$ cat src/rtl/fifo_ptr_pkg.sv
// Shared pointer helpers for the async FIFO: Gray/binary conversion and pointer width.
// Functions work on a maximum-width vector; callers zero-extend and truncate to their own width.
package fifo_ptr_pkg;

    localparam int PTR_MAX_W = 13;

    typedef logic [PTR_MAX_W-1:0] ptr_t;

    function automatic int ptr_width(input int depth_log2);
        return depth_log2 + 1;
    endfunction

    function automatic ptr_t bin2gray(input ptr_t b);
        return b ^ (b >> 1);
    endfunction

    // Zero upper bits contribute nothing to the XOR prefix, so narrower pointers decode correctly.
    function automatic ptr_t gray2bin(input ptr_t g);
        ptr_t b;
        b = '0;
        b[PTR_MAX_W-1] = g[PTR_MAX_W-1];
        for (int i = PTR_MAX_W - 2; i >= 0; i--) begin
            b[i] = b[i+1] ^ g[i];
        end
        return b;
    endfunction

endpackage

$ cat src/rtl/sync_gray_bus.sv
// Multi-flop synchronizer for a Gray-coded bus; only the last stage is meant to be consumed.
module sync_gray_bus #(
    parameter int WIDTH  = 5,
    parameter int STAGES = 2
) (
    input  logic             clk_i,
    input  logic             rst_ni,
    input  logic [WIDTH-1:0] d_i,
    output logic [WIDTH-1:0] q_o
);

    logic [STAGES-1:0][WIDTH-1:0] sync_q;

    always_ff @(posedge clk_i or negedge rst_ni) begin
        if (!rst_ni) begin
            sync_q <= '0;
        end else begin
            sync_q <= {sync_q[STAGES-2:0], d_i};
        end
    end

    assign q_o = sync_q[STAGES-1];

endmodule

$ cat src/rtl/fifo_wptr_full_ctrl.sv
// Write-side pointer and full/fill status for the async FIFO, fed by the read-domain Gray pointer.
module fifo_wptr_full_ctrl
    import fifo_ptr_pkg::*;
#(
    parameter int depthLog2        = 4,
    parameter int syncStages       = 2,
    parameter int almostFullThresh = 12,
    localparam int PW              = ptr_width(depthLog2)
) (
    input  logic                 CLK,
    input  logic                 nRST,
    input  logic                 push__ENA,
    output logic                 push__RDY,
    input  logic [PW-1:0]        rptrGray,
    output logic [depthLog2-1:0] waddr,
    output logic [PW-1:0]        wptrGray,
    output logic                 full,
    output logic                 almostFull,
    output logic [PW-1:0]        fillLevel,
    output logic                 overflowErr,
    input  logic                 clearErr__ENA
);

    localparam logic [PW-1:0] DEPTH = PW'(1 << depthLog2);
    localparam logic [PW-1:0] AF_TH = PW'(almostFullThresh);

    logic [PW-1:0] rgray_sync;
    logic [PW-1:0] rbin_q;
    logic [PW-1:0] wbin_q, wbin_d;
    logic [PW-1:0] wgray_q;
    logic          ovf_q;
    logic          accept;

    sync_gray_bus #(
        .WIDTH (PW),
        .STAGES(syncStages)
    ) u_rptr_sync (
        .clk_i (CLK),
        .rst_ni(nRST),
        .d_i   (rptrGray),
        .q_o   (rgray_sync)
    );

    // Status is derived from registers only, so no input reaches an output combinationally.
    assign fillLevel  = wbin_q - rbin_q;
    assign full       = (fillLevel == DEPTH);
    assign push__RDY  = !full;
    assign almostFull = (fillLevel >= AF_TH);
    assign accept     = push__ENA && !full;
    assign wbin_d     = wbin_q + PW'(1);

    always_ff @(posedge CLK or negedge nRST) begin
        if (!nRST) begin
            rbin_q  <= '0;
            wbin_q  <= '0;
            wgray_q <= '0;
            ovf_q   <= 1'b0;
        end else begin
            rbin_q <= PW'(gray2bin(ptr_t'(rgray_sync)));
            if (accept) begin
                wbin_q  <= wbin_d;
                wgray_q <= PW'(bin2gray(ptr_t'(wbin_d)));
            end
            // A fresh overflow outranks a clear in the same cycle.
            if (push__ENA && full) begin
                ovf_q <= 1'b1;
            end else if (clearErr__ENA) begin
                ovf_q <= 1'b0;
            end
        end
    end

    assign waddr       = wbin_q[depthLog2-1:0];
    assign wptrGray    = wgray_q;
    assign overflowErr = ovf_q;

endmodule

$ cat config.mk
export PLATFORM = sky130hd
export DESIGN_NAME = fifo_wptr_full_ctrl
export DESIGN_NICKNAME = d
export VERILOG_FILES = /design/src/rtl/fifo_ptr_pkg.sv /design/src/rtl/sync_gray_bus.sv /design/src/rtl/fifo_wptr_full_ctrl.sv
export SDC_FILE = /design/constraint.sdc
export NUM_CORES = 1
export LEC_CHECK = 0
export ABC_AREA = 0
export CAP_MARGIN = 20
export CELL_PAD_IN_SITES_DETAIL_PLACEMENT = 2
export CELL_PAD_IN_SITES_GLOBAL_PLACEMENT = 2
export CORE_ASPECT_RATIO = 0.6
export CORE_UTILIZATION = 33
export CTS_CLUSTER_SIZE = 20
export DETAILED_ROUTE_END_ITERATION = 16
export MAX_ROUTING_LAYER = met4
export PLACE_DENSITY_LB_ADDON = 0.2
export SYNTH_ARGS = -nofsm -noshare
export SYNTH_HDL_FRONTEND = slang
export SYNTH_SLANG_ARGS = --single-unit
$ cat constraint.sdc
create_clock -name CLK -period 4 [get_ports CLK]
set_clock_uncertainty 0.15 [all_clocks]
set_input_delay 0.6 -clock CLK [delete_from_list [all_inputs] [get_ports CLK]]
set_output_delay 0.6 -clock CLK [all_outputs]
set_load 0.01 [all_outputs]
==> key figures, run 1 <==
Place
  – Post-DP Area: 1450 sq um
  – RePlAce Congestion: 0.889
  – Post-DP HPWL: 1980 um
  – PortBufs: 26

Logic synthesis
  – #FFs+latches synth: 25
  – Mapped Cells: 92
  – Fraction of the yosys area taken by sequential cells: 55.5%
  – Syn Nets: 107
  – Library cells used by synthesis: 22
  – Syn. warnings: 0
  – Synthesized cell area: 1130 sq um
  – Mapped Avg Cell Area: 12.3 sq um

Final layout
  – Sequential cell area: 626 sq um
  – Diodes inserted: 0
  – Design Area, Final: 1500 sq um
  – Commonest non-fill, non-tap cell in the layout: clkdlybuf4s50_1
  – Area of the multi-input gates: 458 sq um
  – Final Util: 46.1%
  – Fillers: 333
  – Layout cells sized above 1: 9.84%
  – Commonest cells after routing, fill and taps aside: clkdlybuf4s50_1 (26), dfrtp_1 (25), inv_1 (12), xnor2_1 (12), xor2_1 (6)
  – Area Growth Syn to Fin: 33.3%
  – Fin nets: 138

STA
  – Top achievable clock speed: 271 MHz
  – Slew HR: 46.3%
  – Hold slack: 0.205 ns
  – Setup tns final: 0 ns
  – Min cycle time layout: 3.69 ns
  – Worst-Margin Slew: 0.796 ns
  – Final Slew Violations: 0
  – Final hold violation count: 0
  – RSZ-0062 raised after global routing: no
  – Period utilisation layout: 92.3%
  – # setup viols final: 0

Drt
  – Met2 WL post-DR: 1090 um
  – Final wirelength: 2590 um
  – Met3 wire length: 166 um
  – Top routing layer used: met4
  – Drt drc: 0
  – Antenna viol nets, final: 0
  – Wirelength per Cell: 15.5 um
  – Drt pass-1 iters: 4
  – Met1 Wirelength: 1260 um
  – Via-to-Cell Ratio: 4.60
  – Vias after detailed routing: 769
  – Drt initial violations: 22

Pwr
  – Seq pwr share: 28.0%
  – Comb power frac: 60.6%
  – Internal: 843 uW
  – Leakage: 0.660 nW
  – Switch Pwr: 590 uW
  – Clock group share of total power: 11.4%
  – Power per cell area: 954 nW/um^2
  – Sw Ratio: 41.2%
  – Max VDD drop: 345 uV

Critical path
  – R2R depth: 8
  – Setup crit start kind: register
  – RR Startpoint: wbin_q[0]
  – Kind of critical path: reg2out
  – Worst path bufs/invs: 3
  – Crit Path Max Fanout: 8
  – CP most frequent cell: inv_1
  – Worst setup EP type: output port
  – Reg2reg end: wbin_q[4]
  – Reg2reg setup slack: 1.00 ns
  – Worst path top cell family by delay: buffers and inverters
  – Crit path required time: 3.25 ns
  – CP max stage cell: clkdlybuf4s50_1
  – CP arrival: 2.94 ns
  – Critical Path, Cell by Cell: inv_1 > ha_1 > fa_1 > nand2b_1 > a21oi_1 > xnor2_1 > nor3_2 > inv_1 > clkdlybuf4s50_1
  – CP peak stage delay: 0.52 ns

Global route
  – GRT Total Usage: 17.4%
  – Initial antenna violation count: 0
  – Vias in the first global route: 842
  – GRT Residual Overflow: 0
  – Largest net degree at the start of global routing: 26
  – First-pass GRT wire length: 4380 um

Clock tree
  – H-tree depth: 1
  – CTS tree: done
  – Worst-case clock buffer depth: 2
  – CTS clk-pin slew, worst paths: 0.10 ns
  – Sink Count: 25
  – TritonCTS Buffers: 3
  – Clock root buffer: clkbuf_8
  – Clock latency at the later pin of the worst-skew pair: 0.28 ns

Min path
  – Hold_sp: u_rptr_sync.sync_q[3]
  – Hold endpoint: u_rptr_sync.q_o[3]
  – Min-Delay Path Depth: 0
  – Hold Path Class: reg2reg

Floorplan
  – Die W: 77.5 um
  – Initial core utilization: 34.5%
  – Die area: 3660 sq um
  – DIE HEIGHT: 47.3 um
  – # IOs: 27
  – Std cell rows: 16
  – Core area: 3260 sq um

Run
  – Max cap viols: 0

Run status
  – Status: finished, final reports clean
-- power by group through the flow --
stage | clock, mW | sequential (mW) | combinational [mW]
final | 0.163 | 0.401 | 0.869
after global routing | 0.177 | 0.419 | 0.953
after CTS | 0.169 | 0.403 | 0.876
after detailed placement | 0 | 0.406 | 0.873
after global placement | 0 | 0.400 | 0.835
after floorplan | 0 | 0.403 | 0.475
-- cells in the mapped netlist, drive strengths merged --
cell | n | area, sq um
xor2 | 6 | 52.6
o31ai | 1 | 21.3
mux2 | 5 | 56.3
xnor2 | 12 | 105
and3 | 2 | 12.5
nand2b | 2 | 12.5
a22oi | 1 | 7.51
nand4 | 1 | 6.26
nor3 | 1 | 5.00
o311ai | 3 | 26.3
o22ai | 1 | 6.26
o21ai | 1 | 5.00
ha | 5 | 62.6
nor2 | 5 | 18.8
clkbuf | 1 | 3.75
a21oi | 2 | 10.0
nand2 | 3 | 11.3
fa | 1 | 20.0
inv | 12 | 45.0
dfrtp | 25 | 626
a22o | 1 | 8.76
nand3 | 1 | 5.00
-- final cells by class --
cell class | count | share of cell area (%)
Tap cell | 45 | 3.75
Clock inverter | 1 | 0.583
Multi-Input combinational cell | 54 | 30.5
Inverter | 12 | 3.00
Timing Repair Buffer | 27 | 17.8
Clock buffer | 3 | 2.75
Sequential cell | 25 | 41.6
-- kinds of logic after synthesis --
kind of cell	count (synthesis)	synth area share (%)
DFF	25	55.5
xor gates and xnor gates	18	14.0
and+or+nand+nor	15	6.33
buffers and inverters	13	4.33
AOI/OAI and AO/OA	10	7.55
adders and majority gates	6	7.33
muxes	5	4.99
-- routing by layer --
| metal | vias up | track usage (%) |
|---|---|---|
| met5 | - | - |
| met4 | 0 | 7.55 |
| met3 | 8 | 5.83 |
| met2 | 24 | 26.0 |
| met1 | 375 | 21.7 |
| li1 | 362 | - |
-- metrics by stage --
step           worst slack, ns  instances  power, mW
4_1_cts                  0.186        167       1.45
3_3_place_gp             0.667        163       1.23
3_5_place_dp             0.511        163       1.28
5_1_grt                  0.103        167       1.55
2_1_floorplan             1.02         92      0.878
6_report                 0.309        167       1.43
-- worst max path at each step --
stage               from         to  slack (ns)  cells past startpoint
2_1_floorplan  wbin_q[0]  push__RDY        1.02                      8
3_3_place_gp   wbin_q[0]       full        0.67                      8
3_5_place_dp   wbin_q[0]       full        0.51                      8
4_1_cts        wbin_q[0]       full        0.19                      8
5_1_grt        wbin_q[0]       full        0.10                      8
6_report       wbin_q[0]  push__RDY        0.31                      9
-- registers in the layout, summed over array words and instances (netlist names) --
signal,flops
rbin_q,5
u_rptr_sync.q_o,5
u_rptr_sync.sync_q,5
wbin_q,5
wptrGray,4
overflowErr,1
-- worst reg2reg max path: cells and delay by family, from the launching register on --
| kind | cells | cell delay [ns] |
|---|---|---|
| fa+ha+maj | 2 | 0.62 |
| xor+xnor | 2 | 0.43 |
| compound gates | 2 | 0.95 |
| flops | 1 | 0.51 |
| buf+inv | 1 | 0.10 |
| simple gates | 1 | 0.16 |
-- timing repair --
action / 4_1_cts / 5_1_grt
gates resized for setup: 0 / 1
hold buffers: 0 / 0
setup endpoints to repair: 0 / 1
buffers inserted: 0 / 0
Power figures use the tool's default switching activity.
==> run 2, diff against run 1 <==
- CORE_UTILIZATION: 33 -> 42
- CTS_CLUSTER_DIAMETER: default -> 150
- DONT_BUFFER_PORTS: default -> 1
==> run 2 against run 1 <==
  * Critical path depth fell by 1
  * Via count fell by 13%
  * Clock power fell by 7%
  * Die area fell by 21%
  * Flip-flop and latch count did not move
  * Sequential share of layout area rose by 8.4 points
  * Largest cell class unchanged
  * Highest routed layer unchanged
==> key figures, run 2 (synthesis gave the netlist of run 1 again) <==
STA
  – Final Slew Violations: 0 (unchanged)
  – Hold slack: 0.202 ns (-0.00289 ns)
  – Setup tns final: 0 ns (unchanged)
  – Period utilisation layout: 89.3% (-3.0 points)
  – # setup viols final: 0 (unchanged)
  – Final hold violation count: 0 (unchanged)
  – Slew HR: 57.8% (+12 points)
  – Worst-Margin Slew: 0.628 ns (-0.168 ns)
  – Min cycle time layout: 3.57 ns (-0.120 ns)
  – Top achievable clock speed: 280 MHz (+3.4%)
  – RSZ-0062 raised after global routing: no
  – Worst setup margin: 0.429 ns (+0.120 ns)

Global route
  – GRT Total Usage: 18.1% (+0.74 points)
  – Vias in the first global route: 683 (-19%)
  – Largest net degree at the start of global routing: 26 (unchanged)
  – First-pass GRT wire length: 3500 um (-20%)
  – Initial antenna violation count: 0 (unchanged)
  – GRT Residual Overflow: 0 (unchanged)

Critical path
  – Crit path required time: 3.25 ns (about the same)
  – Worst setup EP type: output port
  – RR Startpoint: wbin_q[0]
  – Setup crit start kind: register
  – Crit Path Max Fanout: 8 (unchanged)
  – CP arrival: 2.82 ns (-0.12 ns)
  – Kind of critical path: reg2out
  – Crit. Startpoint: wbin_q[0]

Floorplan
  – Die W: 68.9 um (-11%)
  – # IOs: 27 (unchanged)
  – DIE HEIGHT: 42.1 um (-11%)
  – Initial core utilization: 44.7% (+10 points)
  – Die area: 2900 sq um (-21%)
  – Core area: 2520 sq um (-23%)
  – Std cell rows: 14 (-2)

Final layout
  – Final Non-Filler Cells: 130 (-22%)
  – Commonest non-fill, non-tap cell in the layout: dfrtp_1
  – Layout cells sized above 1: 12.2% (+2.4 points)
  – Diodes inserted: 0 (unchanged)
  – Commonest cells after routing, fill and taps aside: dfrtp_1 (25), inv_1 (12), xnor2_1 (12), xor2_1 (6)
  – Design Area, Final: 1250 sq um (-17%)
  – Area Growth Syn to Fin: 10.9%
  – Final Util: 49.6% (+3.5 points)
  – Fillers: 263 (-21%)
  – Fin nets: 114 (-17%)

Min path
  – Hold_sp: rptrGray[2]
  – Hold Path Class: in2reg

Clock tree
  – Post-CTS Setup Repair Bufs: 0 (unchanged)
  – CTS clk-pin slew, worst paths: 0.09 ns (about the same)
  – Worst-case clock buffer depth: 2 (unchanged)
  – H-tree depth: 1 (unchanged)
  – Clock latency at the later pin of the worst-skew pair: 0.27 ns (about the same)
  – Clock root buffer: clkbuf_8
  – Sink Count: 25 (unchanged)
  – CTS tree: done
  – Post-CTS Hold Buffers: 2 (+2)
  – TritonCTS Buffers: 3 (unchanged)
  – Resized Gates After CTS: 0 (unchanged)

Drt
  – Drt drc: 0 (unchanged)
  – Antenna viol nets, final: 0 (unchanged)
  – Vias after detailed routing: 667 (-13%)
  – Drt initial violations: 13 (-41%)
  – Drt pass-1 iters: 2 (-2)
  – Via-to-Cell Ratio: 5.13 (+11%)
  – Wirelength per Cell: 16.6 um (+7.2%)
  – Final wirelength: 2160 um (-17%)

Pwr
  – Max VDD drop: 306 uV (-11%)
  – Power per cell area: 946 nW/um^2 (-0.86%)
  – Leakage: 0.567 nW (-14%)
  – Final total power: 1.18 mW (-18%)

Place
  – Post-DP Area: 1170 sq um (-19%)
  – DP Cell Count: 124 (-24%)
  – Pre-CTS setup slack: 0.778 ns (+0.266 ns)
  – RePlAce Congestion: 0.733 (-18%)
  – Post-DP HPWL: 1620 um (-18%)
  – PortBufs: 0 (-100%)

Run
  – Max cap viols: 0 (unchanged)

Run status
  – Status: finished, final reports clean
-- run 2: changes by cell type in the layout (fill, tap and decap cells not counted), sizes merged --
cell	before	now
dlygate4sd3	0	1
buf	1	2
clkinvlp	0	1
clkdlybuf4s50	26	0
inv	13	12
-- run 2: final timing paths --
kind / end / slack [ns] / cells after the start
setup / recovery: push__RDY / 0.43 / 8
hold / removal: u_rptr_sync.sync_q[2] / 0.20 / 0
setup reg to reg: wptrGray[2] / 0.98 / 8
hold reg to reg: u_rptr_sync.q_o[0] / 0.21 / 0
max in group asynchronous: wbin_q[4] / 2.96 / 2
min in group asynchronous: rbin_q[2] / 0.60 / 2
-- run 2: cell type report --
cell class	instances	area (sq um)	share of cell area (%)
tap	32	40.0	3.20
multi-input combinational	54	453	36.2
clock buffer	3	41.3	3.30
sequential	25	626	50.1
inverter	12	45.0	3.60
clock inverter	1	7.51	0.601
timing repair buffer	3	37.5	3.00
-- run 2: power breakdown --
part           internal [mW]  leakage, nW  total, mW  switching [mW]
clock                 0.0706       0.0217      0.151          0.0807
combinational          0.247        0.250      0.600           0.353
sequential             0.319        0.295      0.431           0.112
-- run 2: per-layer routing --
metal | routed length [um] | global-route usage (%) | vias to the layer above
met5 | 0 | - | -
met4 | 8 | 3.67 | 0
met3 | 103 | 6.79 | 2
met2 | 886 | 21.9 | 19
met1 | 1160 | 28.4 | 335
li1 | - | - | 311
-- run 2: worst max-delay path, cell delays in order, from the launching register on --
cell      delay [ns]
dfrtp_1         0.57
inv_1           0.10
ha_1            0.23
fa_1            0.39
nand2b_1        0.16
a21oi_1         0.19
xnor2_1         0.22
nor3_1          0.51
inv_1           0.17
==> run 3, diff against run 2 <==
- CAP_MARGIN: 20 -> 10
- GPL_ROUTABILITY_DRIVEN: default -> 1
==> results of run 3 <==
Same layout as run 2: the final DEF is identical, and so are final timing and power.
